### src/rtl/instr_fetch.sv
// instr_fetch: fetch stage between the PC register and decode.
//   Issues one instruction-memory read at a time from the current PC, pulses
//   the PC write enable for each issued read, and buffers {pc, word} pairs
//   in a DEPTH-entry FIFO that decode drains with a valid/ready handshake.
//   A flush discards buffered entries and any response still in flight.
//
// Ports:
//   clk         rising-edge clock
//   if_rst      synchronous active-high reset
//   if_pc       current PC from the PC register
//   if_pc_we    PC register load enable (one pulse per issued read)
//   if_flush    redirect: drop buffered and in-flight fetches
//   imem_addr   word-aligned fetch address (0 when not issuing)
//   imem_rd     read strobe, one cycle per request
//   imem_dout   returned instruction word
//   imem_valid  imem_dout valid this cycle
//   ir, ir_pc   instruction and its PC at the FIFO head
//   ir_valid    FIFO non-empty
//   ir_ready    decode accepts the head entry this cycle
module instr_fetch #(
  parameter int DEPTH = 4
) (
  input  logic        clk,
  input  logic        if_rst,
  input  logic [31:0] if_pc,
  output logic        if_pc_we,
  input  logic        if_flush,
  output logic [31:0] imem_addr,
  output logic        imem_rd,
  input  logic [31:0] imem_dout,
  input  logic        imem_valid,
  output logic [31:0] ir,
  output logic [31:0] ir_pc,
  output logic        ir_valid,
  input  logic        ir_ready
);

  localparam int AW = $clog2(DEPTH);
  localparam logic [AW:0] FULL = (AW+1)'(DEPTH);

  // WAIT: one read outstanding, response will be kept.
  // DISCARD: one read outstanding, response will be dropped (post-flush).
  typedef enum logic [1:0] {IDLE, WAIT, DISCARD} state_t;

  typedef struct packed {
    logic [31:0] pc;
    logic [31:0] word;
  } fentry_t;

  state_t         state, state_nxt;
  fentry_t        fifo [DEPTH];
  logic [AW-1:0]  rd_ptr, wr_ptr;
  logic [AW:0]    count;
  logic [31:0]    req_pc;
  logic           issue, push, pop;

  // Issue needs a guaranteed free slot for the response: with a single
  // outstanding read, count<DEPTH at issue time means the push always fits.
  // Reset overrides everything, so nothing issues while it is asserted.
  always_comb begin
    issue = (state == IDLE) && (count < FULL) && !if_flush && !if_rst;
    push  = (state == WAIT) && imem_valid && !if_flush;
    pop   = ir_valid && ir_ready && !if_flush;
  end

  // ---------------- FSM: state register ----------------
  always_ff @(posedge clk) begin
    if (if_rst) state <= IDLE;
    else        state <= state_nxt;
  end

  // ---------------- FSM: next state ----------------
  always_comb begin
    state_nxt = state;
    case (state)
      IDLE:    if (issue) state_nxt = WAIT;
      // A response coinciding with a flush is simply dropped; otherwise the
      // flush turns the outstanding read into one that must be swallowed.
      WAIT:    if (imem_valid)    state_nxt = IDLE;
               else if (if_flush) state_nxt = DISCARD;
      // Further flushes here change nothing: still waiting for the stale word.
      DISCARD: if (imem_valid)    state_nxt = IDLE;
      default: state_nxt = IDLE;
    endcase
  end

  // ---------------- FSM: outputs ----------------
  always_comb begin
    imem_rd   = issue;
    if_pc_we  = issue;
    imem_addr = issue ? {if_pc[31:2], 2'b00} : 32'h0;
  end

  // ---------------- FIFO and request PC ----------------
  // Storage is cleared on reset so the head outputs are defined (zero)
  // even while empty.
  always_ff @(posedge clk) begin
    if (if_rst) begin
      rd_ptr <= '0;
      wr_ptr <= '0;
      count  <= '0;
      req_pc <= '0;
      for (int i = 0; i < DEPTH; i++) fifo[i] <= '0;
    end else if (if_flush) begin
      rd_ptr <= '0;
      wr_ptr <= '0;
      count  <= '0;
    end else begin
      if (issue) req_pc <= if_pc;
      if (push) begin
        fifo[wr_ptr] <= '{pc: req_pc, word: imem_dout};
        wr_ptr       <= wr_ptr + 1'b1;
      end
      if (pop) rd_ptr <= rd_ptr + 1'b1;
      case ({push, pop})
        2'b10:   count <= count + 1'b1;
        2'b01:   count <= count - 1'b1;
        default: count <= count;
      endcase
    end
  end

  always_comb begin
    ir       = fifo[rd_ptr].word;
    ir_pc    = fifo[rd_ptr].pc;
    ir_valid = (count != '0);
  end

  // A push into a full FIFO would mean the single-outstanding rule broke.
  a_no_overflow: assert property (@(posedge clk) disable iff (if_rst)
    !(push && !pop && count == FULL));

endmodule

### config.mk
export PLATFORM = sky130hd
export DESIGN_NAME = instr_fetch
export DESIGN_NICKNAME = d
export VERILOG_FILES = /design/src/rtl/instr_fetch.sv
export SDC_FILE = /design/constraint.sdc
export NUM_CORES = 1
export LEC_CHECK = 0
export CELL_PAD_IN_SITES_DETAIL_PLACEMENT = 2
export CELL_PAD_IN_SITES_GLOBAL_PLACEMENT = 2
export CORE_MARGIN = 2
export CORE_UTILIZATION = 39
export DETAILED_ROUTE_END_ITERATION = 7
export MAX_ROUTING_LAYER = met4
export PLACE_DENSITY_LB_ADDON = 0.1
export SETUP_SLACK_MARGIN = 0.05
export SKIP_LAST_GASP = 1
export SYNTH_ARGS = -nofsm -noshare
export SYNTH_HDL_FRONTEND = slang
export SYNTH_SLANG_ARGS = --single-unit
export TNS_END_PERCENT = 1
### constraint.sdc
create_clock -name clk -period 3.9 [get_ports clk]
set_input_delay 0.585 -clock clk [delete_from_list [all_inputs] [get_ports clk]]
set_output_delay 0.585 -clock clk [all_outputs]
set_load 0.01 [all_outputs]
==> results.py <==
metrics = {
    "grt": {
        "antenna_found_initial": 0,
        "grt_max_degree": 65,
        "grt_pass1_vias": 8651,
        "track_usage": 0.209,
        "grt_overflow": 0,
        "grt_pass1_wl_mm": 51.8,
    },
    "cells_and_area": {
        "instances_no_fill": 1493,
        "final_common_cell": "and2_1",
        "final_nets": 1096,
        "fillers": 2995,
        "seq_area_sq_mm": 0.00856,
        "syn2layout_area_growth_pct": 26.7,
        "multi_input_area_sq_mm": 0.00404,
        "final_cell_mix": "and2_1, edfxtp_1, clkdlybuf4s50_1, nand2_1, mux4_2",
        "antenna_cells": 0,
        "drive_above_1_share": 0.142,
    },
    "setup_path": {
        "r2r.worst_path.cells": 8,
        "r2r_setup_slack_ns": 1.62,
        "cp-end-kind": "primary output",
        "crit_path_max_fanout": 21,
        "arrival_ns": 2.70,
        "crit_type": "input pin to primary output",
        "crit_required_ns": 3.31,
        "crit_path_start_kind": "input pin",
    },
    "yosys": {
        "synth_cell_types": 36,
        "ys.warnings.count": 0,
        "syn_area_sq_mm": 0.0128,
        "ys_seq_elements": 299,
        "ys_seq_area_frac": 0.667,
        "syn_avg_cell_area_sq_um": 15.0,
        "netlist_instances": 856,
    },
    "pwr": {
        "leakage_nw": 5.73,
        "p_per_area_mw_per_mm2": 448,
        "vdd_drop_max_v": 0.000207,
    },
    "cts": {
        "clkSinkCount": 299,
        "worstSkewPairLatency_ns": 0.50,
        "numCtsBuffers": 35,
        "cts_tree": "built",
        "postCtsResizedCells": 0,
        "root_buffer": "clkbuf_16",
        "clk_pin_slew_worst_paths_ns": 0.05,
        "hold_buffers": 0,
        "h-tree-depth": 2,
        "clk_path_buf_depth": 3,
        "post-cts-setup-buffers": 0,
    },
    "sta": {
        "slew_headroom": 0.488,
        "rsz0062_at_grt": "no",
        "fin_crit_ns": 3.29,
        "finalHoldViolCount": 0,
        "final-setup-viol-count": 0,
        "min_period_over_period": 0.843,
        "fmax_mhz": 304,
        "fin_setup_tns_ns": 0,
        "maxSlewViolCount": 0,
        "worstMarginPinSlew_ns": 0.768,
        "finalClockSkew_ns": 0.00995,
    },
    "outcome": {
        "outcome": "finished clean",
    },
    "worst_hold_path": {
        "hold_path.class": "input pin to register",
        "whs_path_depth": 3,
    },
    "placed_design": {
        "hpwl_mm": 19.6,
        "place_congestion": 0.720,
        "placed_cells": 1430,
        "portBuffers": 165,
    },
    "routing": {
        "finalWirelength_mm": 33.5,
        "dr.pass1.iters": 4,
        "num_vias": 7529,
        "postRouteAntennaNets": 0,
        "vias_per_cell": 5.04,
        "wl_per_cell_microns": 22.5,
        "drc_errors": 0,
        "drtIter0Drc": 368,
    },
    "die": {
        "start_util": 0.395,
        "dieArea_sq_mm": 0.0343,
        "core_sq_mm": 0.0325,
        "io_pins": 168,
        "core.rowCount": 66,
        "die_y_microns": 185,
        "die_w_microns": 185,
    },
    "job": {
        "maxCapViolCount": 0,
    },
}
[final cells by class]
class | count | area share
clock buffers | 50 | 0.0620
well taps | 442 | 0.0341
clock inverters | 13 | 0.00686
flip-flops and latches | 299 | 0.527
inverters | 5 | 0.00116
repair buffers | 189 | 0.120
multi-input cells | 495 | 0.249
[cells by family (layout without fill, tap and decap cells)]
family | count (synthesis) | in the layout | share of synthesized area
AOI/OAI and AO/OA | 41 | 41 | 0.0168
adders and majority gates | 2 | 2 | 0.00254
other | 1 | 2 | 0.000293
muxes | 65 | 65 | 0.113
buffers and inverters | 63 | 257 | 0.0222
and+or+nand+nor | 381 | 381 | 0.175
xor gates and xnor gates | 4 | 4 | 0.00273
DFF | 299 | 299 | 0.667
[worst paths after layout]
| path | startpoint | end |
|---|---|---|
| worst max-delay path | if_flush | imem_addr[4] |
| worst min register to register | req_pc[12]$_SDFFE_PP0P_ | req_pc[12]$_SDFFE_PP0P_ |
| worst min-delay path | if_rst | state[0]$_SDFFE_PP0P_ |
| worst max register to register | state[1]$_SDFFE_PP0P_ | count[2]$_SDFFE_PP0P_ |
[worst max-delay path, cell delays in order]
cell	delay, ns
clkdlybuf4s50_1	0.51
or3_4	0.42
nor3_2	0.18
buf_4	0.27
and2_1	0.17
clkdlybuf4s50_1	0.56
[layer usage]
metal  vias to the layer above  wire length, microns  global-route usage
met1                      3922                 14500               0.259
li1                       3415                     -                   -
met2                       153                 17400               0.366
met5                         -                     0                   -
met3                        39                  1080              0.0269
met4                         0                   544              0.0460
[synthesized netlist by cell type]
cell type | count | area share
a21oi_1 | 36 | 0.014
a31o_2 | 1 | 0.00068
and2_1 | 286 | 0.14
and4bb_2 | 1 | 0.00098
buf_1 | 1 | 0.00029
buf_2 | 14 | 0.0055
buf_4 | 8 | 0.0047
clkbuf_1 | 35 | 0.010
conb_1 | 1 | 0.00029
dfxtp_1 | 43 | 0.067
edfxtp_1 | 256 | 0.60
fa_1 | 1 | 0.0016
ha_1 | 1 | 0.00098
inv_1 | 5 | 0.0015
mux2_2 | 1 | 0.00088
mux4_2 | 64 | 0.11
nand2_1 | 68 | 0.020
nand2b_1 | 2 | 0.00098
nor2_1 | 7 | 0.0021
nor2b_1 | 1 | 0.00049
nor3_1 | 2 | 0.00078
nor3_2 | 1 | 0.00078
nor3b_1 | 1 | 0.00059
nor4_1 | 1 | 0.00049
nor4_2 | 1 | 0.00098
nor4_4 | 1 | 0.0017
nor4b_2 | 1 | 0.0012
o21ai_0 | 2 | 0.00078
o311ai_0 | 1 | 0.00068
o31ai_1 | 1 | 0.00059
or2_1 | 1 | 0.00049
or2_2 | 2 | 0.00098
or3_1 | 3 | 0.0015
or3_4 | 1 | 0.00088
or4_1 | 1 | 0.00059
xor2_1 | 4 | 0.0027
[flip-flops by register name (all words and copies together) (netlist names), named ones only]
register,count
fifo,256
req_pc,32
count,3
state,2
rd_ptr,2
wr_ptr,2
[report_power, final]
group          total, mW  switching, mW  leakage, nW  internal [mW]
Sequential          3.63         0.0536         2.99           3.58
Clock               3.20           1.27        0.536           1.93
Combinational      0.440          0.224         2.20          0.216
Total               7.27           1.55         5.73           5.72
[stage by stage]
step           utilization  worst slack, ns  hold WS [ns]  power (mW)  area [sq um]
6_report             0.500            0.614         0.457        7.27         16200
5_1_grt              0.500            0.483         0.451        7.52         16200
4_1_cts              0.500            0.561         0.428        7.37         16200
3_5_place_dp         0.466            0.611         0.483        4.15         15100
3_3_place_gp         0.466            0.714         0.476        4.13         15100
2_1_floorplan            -            0.710         0.457        3.86         12800
No activity file was read; power rests on OpenSTA's default activity.
